===== config.mk =====
export PLATFORM = sky130hd
export DESIGN_NAME = fetch_stage
export DESIGN_NICKNAME = d
export VERILOG_FILES = /design/src/rtl/fetch_stage.sv
export SDC_FILE = /design/constraint.sdc
export NUM_CORES = 1
export LEC_CHECK = 0
export ABC_CLOCK_PERIOD_IN_PS = 3550
export BUFFER_PORTS_ARGS = -buffer_cell sky130_fd_sc_hd__buf_2
export CORE_UTILIZATION = 45
export CTS_CLUSTER_DIAMETER = 60
export DETAILED_ROUTE_END_ITERATION = 6
export PLACE_DENSITY = 0.72
export SLEW_MARGIN = 20
export SYNTH_ARGS = -nofsm -noshare
export SYNTH_HDL_FRONTEND = slang
export SYNTH_SLANG_ARGS = --single-unit
export TNS_END_PERCENT = 20

===== constraint.sdc =====
create_clock -name clk -period 3.55 [get_ports clk]
set_input_delay 0.355 -clock clk [delete_from_list [all_inputs] [get_ports clk]]
set_output_delay 0.355 -clock clk [all_outputs]
set_load 0.01 [all_outputs]

===== src/rtl/fetch_stage.sv =====
// Instruction fetch stage for a synchronous instruction memory.
// Holds a stalled instruction locally so the memory keeps streaming.
module fetch_stage (
    input  logic        clk,
    input  logic        rst_n,
    input  logic        stall,
    input  logic        branch_taken,
    input  logic [9:0]  branch_target,
    output logic [9:0]  imem_addr,
    input  logic [31:0] imem_data,
    output logic [31:0] instr_out,
    output logic [9:0]  pc_out,
    output logic        instr_valid
);

    typedef enum logic {
        RUN  = 1'b0,
        HOLD = 1'b1
    } state_t;

    state_t      state;
    logic [9:0]  pc;
    logic [9:0]  req_pc;
    logic        req_valid;
    logic [31:0] hold_instr;
    logic [9:0]  hold_pc;

    assign imem_addr = pc;

    // Fetch control: redirect wins, else advance or park the stalled word.
    always_ff @(posedge clk or negedge rst_n) begin
        if (!rst_n) begin
            state      <= RUN;
            pc         <= '0;
            req_pc     <= '0;
            req_valid  <= 1'b0;
            hold_instr <= '0;
            hold_pc    <= '0;
        end else if (branch_taken) begin
            pc        <= branch_target;
            req_valid <= 1'b0;
            state     <= RUN;
        end else begin
            unique case (state)
                RUN: begin
                    if (!stall) begin
                        req_pc    <= pc;
                        req_valid <= 1'b1;
                        pc        <= pc + 10'd1;
                    end else if (req_valid) begin
                        hold_instr <= imem_data;
                        hold_pc    <= req_pc;
                        state      <= HOLD;
                    end
                end
                HOLD: begin
                    if (!stall) begin
                        state     <= RUN;
                        req_pc    <= pc;
                        req_valid <= 1'b1;
                        pc        <= pc + 10'd1;
                    end
                end
                default: state <= RUN;
            endcase
        end
    end

    // Present either the live memory word or the parked one; NOP when empty.
    always_comb begin
        instr_out   = '0;
        pc_out      = '0;
        instr_valid = 1'b0;
        unique case (1'b1)
            (state == HOLD): begin
                instr_out   = hold_instr;
                pc_out      = hold_pc;
                instr_valid = 1'b1;
            end
            (state == RUN && req_valid): begin
                instr_out   = imem_data;
                pc_out      = req_pc;
                instr_valid = 1'b1;
            end
            default: ;
        endcase
    end

endmodule


==> results of run 1 <==
[Yosys cell counts, drive strengths merged]
master	instances
nand2	85
dfrtp	64
mux2	52
o21ai	44
clkbuf	13
buf	8
nand3	5
a22o	4
or4	4
inv	3
nor2b	3
o211ai	3
xor2	3
and3	2
nand4b	2
nor2	2
a21oi	1
a221o	1
a221oi	1
and2	1
ha	1
mux2i	1
nand3b	1
nand4	1
nor3	1
o311a	1
or2	1
or3b	1
xnor2	1
[power by group]
| group | switching, mW | internal [mW] |
|---|---|---|
| Sequential | 0.0991 | 0.897 |
| Clock | 0.261 | 0.415 |
| Combinational | 0.181 | 0.186 |
[worst max-delay path: stages (launching register included)]
cell,delay [ps]
dfrtp_2,380
buf_4,530
o21ai_0,290
buf_2,200
[registers in the layout, indices dropped and copies added, names as in the netlist]
name and cells:
imem_addr 10, req_valid 1, state 1, req_pc 10, hold_instr 32, hold_pc 10
[path summary, 6_finish.rpt]
path,startpoint,to,slack (ps)
max,state,pc_out[7],1450
min,rst_n,hold_instr[9],120
max reg2reg,state,hold_pc[7],1550
min reg2reg,hold_instr[3],hold_instr[3],490
max in group asynchronous,rst_n,hold_instr[11],2550
min in group clk,branch_target[3],imem_addr[3],230
[per-layer routing]
layer,wire length [um],up-vias
met4,95,0
met5,0,-
met3,319,9
met1,3121,1166
li1,-,1248
met2,2970,86
[stage by stage]
stage          cells    util  power (mW)
3_3_place_gp     486  0.5431       1.358
4_1_cts          502  0.5746       2.068
3_5_place_dp     486  0.5431       1.384
2_1_floorplan    310       -       1.226
5_1_grt          502  0.5746       2.174
6_report         502  0.5746       2.039
[cell type report]
| cell class | count | share of cell area |
|---|---|---|
| inverters | 3 | 0.002885 |
| well taps | 96 | 0.03077 |
| repair buffers | 101 | 0.1314 |
| flip-flops and latches | 64 | 0.4106 |
| clock inverters | 3 | 0.01667 |
| multi-input cells | 222 | 0.3696 |
| clock buffers | 13 | 0.03814 |
[cells by family (layout without fill, tap and decap cells)]
logic type / count (synthesis) / in the layout
fa+ha+maj: 1 / 1
simple gates: 109 / 109
buf+inv: 24 / 120
mux: 53 / 53
xor+xnor: 4 / 4
compound gates: 55 / 55
flops: 64 / 64
==> results.yml, run 1 <==
sta:
  rsz0062_at_grt: "false"
  max_slew_margin: 0.3565
  worst_slack_ps: 1452
  tightest_slew_ps: 965.2
  hold_slack_ps: 117.4
  final_max_slew_viol_count: 0
  fmax_mhz: 476.6
  fin_worst_skew_ps: 7.953
  finalSetupTns_ps: 0
  setup_viol: 0
  final.min_clock_period_ps: 2098
  hold_viol_final: 0
  post-route-period-util: 0.5910
synthesis:
  avgSynthCellArea_um2: 10.24
  yosysWarnings: 0
  synth-xor-area-share: 0.01104
  synth_compound_gate_area_share: 0.09819
  synth-simple-area-share: 0.1534
  ys_seq_area_frac: 0.5047
  synth_nets: 357
  synthesis.area_um2: 3173
  yosys-top-cells-area: "dfrtp_1, mux2_1, nand2_1, o21ai_0, mux2_2"
  yosysUniqueCellTypes: 36
  synth_top_family_by_area: "multiplexers"
  synth_cells: 310
  ys_ff_latch: 64
  synth.mux.area_fraction: 0.1877
  synthDominantCellAreaShare: 0.5047
  synthAdderAreaFrac: 0.003943
  synth_area_leader_cell: "dfrtp_1"
die:
  core_area_um2: 6794
  initial_core_util: 0.4670
  ioPinCount: 99
  fp.dieArea_um2: 7391
  core.rowCount: 30
  die_w_um: 85.97
  die-height_um: 85.97
final_layout:
  ff_latch_area_um2: 1603
  n_fill_cell: 616
  diodes: 0
  layout_commonest_cell: "buf_2"
  area_delta_synth_final_pct: 23.03
  multi_input_area_um2: 1443
  layout-drive-gt1-share: 0.3276
  fin_area_um2: 3904
  final_cell_mix: "buf_2, nand2_1, dfrtp_1"
  fin_nets: 448
global_routing:
  grt_antenna_before_repair: 0
  grt_pass1_vias: 2411
  grt_max_degree: 82
  grt_pass1_wl_um: 11270
  gr-max-usage-layer: "met2"
  met1_usage: 0.2709
  grt_use_met2: 0.3016
  grt_use_met3: 0.03369
  grt_remaining_overflow: 0
  track_usage: 0.1954
worst_hold_path:
  hp-class: "input pin to asynchronous set/reset pin"
outcome:
  status: "finished, final reports clean"
worst_setup_path:
  crit_type: "flop to output pin"
  cp.required_ps: 3190
  cp.arrival_ps: 1740
  startpoint_type: "flop"
  reg2reg_depth: 3
  crit_fanout: 81
  cp-end-kind: "output pin"
power:
  p_per_area_nw_per_um2: 522.4
  ir_drop_v: 0.0002411
  p_leak_nw: 1.843
clocking:
  cts_resized: 0
  cts_buffers: 9
  clkSinkCount: 64
  cts_max_level: 3
  tritoncts: "yes"
  holdBufCountCts: 0
  cts_setup_buffers: 0
  clk_path_buf_depth: 2
  cts-root-buf: "clkbuf_8"
  cts.clk_slew.worst_paths_ps: 70
  clk-insertion-delay-late_ps: 340
placement:
  post-place-ws_ps: 1409
  port_buffers: 98
  dp_hpwl_um: 4419
  placed_area_um2: 3690
  place.gp.congestion: 0.7720
detailed_routing:
  drc_errors: 0
  vias_per_cell: 4.998
  drt_wl_total_um: 6506
  vias: 2509
  firstDrtPassIters: 4
  routedWlPerCell_um: 12.96
  drtAntennaViolNets: 0
  drt_iter0_markers: 71
job:
  drv_cap: 0
Note: power is estimated with default switching activity, not from simulation.
==> run 2: changes to the inputs <==
--- a/config.mk
+++ b/config.mk
@@ -5,7 +5,7 @@
 export SDC_FILE = /design/constraint.sdc
 export NUM_CORES = 1
 export LEC_CHECK = 0
-export ABC_CLOCK_PERIOD_IN_PS = 3550
+export ABC_CLOCK_PERIOD_IN_PS = 2000
 export BUFFER_PORTS_ARGS = -buffer_cell sky130_fd_sc_hd__buf_2
 export CORE_UTILIZATION = 45
 export CTS_CLUSTER_DIAMETER = 60
==> constraint.sdc (replaced) <==
create_clock -name clk -period 2 [get_ports clk]
set_input_delay 0.2 -clock clk [delete_from_list [all_inputs] [get_ports clk]]
set_output_delay 0.2 -clock clk [all_outputs]
set_load 0.01 [all_outputs]
==> run 2 against run 1 <==
Against the previous run:
- die area unchanged
- clock power up 57%
- register-to-register slack worse by 1200 ps
- power up 71%
- critical endpoint is now instr_valid
==> results.yml, run 2 (synthesized netlist as in run 1, its figures left out) <==
global_routing:
  grt_max_degree: 82
  grt_pass1_vias: 2462
  grt_antenna_before_repair: 0
  track_usage: 0.1973
  grt_remaining_overflow: 0
  grt_pass1_wl_um: 11300
final_layout:
  fin_cells: 507
  final_cell_mix: "buf_2, nand2_1, dfrtp_1"
  multi_input_area_um2: 1446
  largest_register: "hold_instr"
  layout-drive-gt1-share: 0.3382
  ff_latch_area_um2: 1603
  largest_reg_flops: 32
  diodes: 0
  n_fill_cell: 581
  fin_nets: 454
  area_delta_synth_final_pct: 24.29
  layout_commonest_cell: "buf_2"
sta:
  final.min_clock_period_ps: 1752
  rsz0062_at_grt: "false"
  max_slew_margin: 0.6078
  fin_worst_skew_ps: 6.667
  fmax_mhz: 570.7
  hold_viol_final: 0
  setup_viol: 0
  finalSetupTns_ps: 0
  final_max_slew_viol_count: 0
  tightest_slew_ps: 588.3
  post-route-period-util: 0.8761
detailed_routing:
  drt_wl_total_um: 6575
  drt_iter0_markers: 90
  routedWlPerCell_um: 12.97
  vias_per_cell: 5.073
  drc_errors: 0
  drtAntennaViolNets: 0
  vias: 2572
  firstDrtPassIters: 4
worst_setup_path:
  cp.arrival_ps: 1550
  startpoint_type: "flop"
  slowest_stage: "dfrtp_2"
  cp-end-kind: "output pin"
  cp_slowest_stage_delay_ps: 430
  crit_fanout: 81
  path_cells: "buf_6 -> or2_2 -> buf_2"
  crit_type: "flop to output pin"
  cp.required_ps: 1800
placement:
  place_inst: 491
  dp_hpwl_um: 4571
  port_buffers: 98
  place.gp.congestion: 0.6937
clocking:
  cts_max_level: 3
  cts_buffers: 9
  clkSinkCount: 64
  cts.clk_slew.worst_paths_ps: 70
  clk_path_buf_depth: 2
  clk-insertion-delay-late_ps: 340
  cts-root-buf: "clkbuf_8"
  tritoncts: "yes"
power:
  p_sw_frac: 0.2758
  internal_power_mw: 2.531
  pwr-share-clk: 0.303
  ir_drop_v: 0.0003763
  switchingPower_mw: 0.9636
  p_seq_frac: 0.506
  p_per_area_nw_per_um2: 886.1
  p_leak_nw: 1.867
  comb_power_share: 0.191
die:
  ioPinCount: 99
  die-height_um: 85.97
  fp.dieArea_um2: 7391
  core_area_um2: 6794
  initial_core_util: 0.4670
  core.rowCount: 30
  die_w_um: 85.97
outcome:
  status: "finished, final reports clean"
worst_hold_path:
  hp-class: "input pin to flop"
job:
  drv_cap: 0
-- run 2: cell types whose count changed in the layout (fill, tap and decap cells not counted) --
cell / before / now
buf_4: 3 / 6
clkbuf_1: 3 / 1
clkinv_2: 1 / 3
and3_2: 1 / 0
and3_4: 0 / 1
buf_12: 0 / 1
buf_6: 0 / 1
bufinv_16: 2 / 1
dlygate4sd3_1: 0 / 1
-- run 2: per-layer routing --
layer,track usage,share of wire,vias to the layer above
met5,0,0,-
met3,0.03657,0.050,12
li1,-,-,1263
met1,0.2509,0.47,1215
met4,0.09697,0.020,0
met2,0.3247,0.46,82
-- run 2: repair_timing --
action	CTS	global route
endpoints found under the hold margin	14	0
resized for setup	0	2
endpoints found under the setup margin	0	18
buffers inserted	0	0
hold buffers	1	0
-- run 2: power by group through the flow --
stage / sequential, mW / clock [mW] / combinational (mW)
after floorplan: 1.75 / 0 / 0.426
after global placement: 1.77 / 0 / 0.644
after detailed placement: 1.79 / 0 / 0.677
after CTS: 1.77 / 1.10 / 0.678
after global routing: 1.82 / 1.16 / 0.751
final: 1.77 / 1.06 / 0.666
-- run 2: cell type report --
class | count | area share
clock inverters | 4 | 0.01142
clock buffers | 11 | 0.03585
well taps | 96 | 0.03046
repair buffers | 107 | 0.1463
multi-input cells | 222 | 0.3668
inverters | 3 | 0.002855
flip-flops and latches | 64 | 0.4064
-- run 2: stage by stage --
step | cell area [um^2] | hold WS (ps) | utilization | total power [mW] | setup slack [ps]
after CTS | 3936 | 52.23 | 0.5794 | 3.546 | 78.52
after global routing | 3944 | 64.73 | 0.5805 | 3.726 | 132.7
final | 3944 | 69.65 | 0.5805 | 3.495 | 247.9
after global placement | 3740 | 135.0 | 0.5505 | 2.419 | 101.0
after detailed placement | 3740 | 149.3 | 0.5505 | 2.470 | 71.92
after floorplan | 3173 | -95.59 | - | 2.176 | 503.1
-- run 2: final timing paths --
check / start / cells past startpoint / end / slack [ps]
max: state / 3 / instr_valid / 250
min: branch_target[0] / 3 / imem_addr[0] / 70
max reg2reg: state / 3 / hold_instr[15] / 350
min reg2reg: hold_instr[11] / 1 / hold_instr[11] / 490
max in group asynchronous: rst_n / 3 / state / 1080
min in group asynchronous: rst_n / 2 / hold_instr[9] / 320
-- run 2: worst max-delay path: cells and delay by family, from the launching register on --
kind / cells / cell delay, ps
buffers and inverters: 2 / 420
flip-flops: 1 / 430
AND/OR/NAND/NOR: 1 / 370
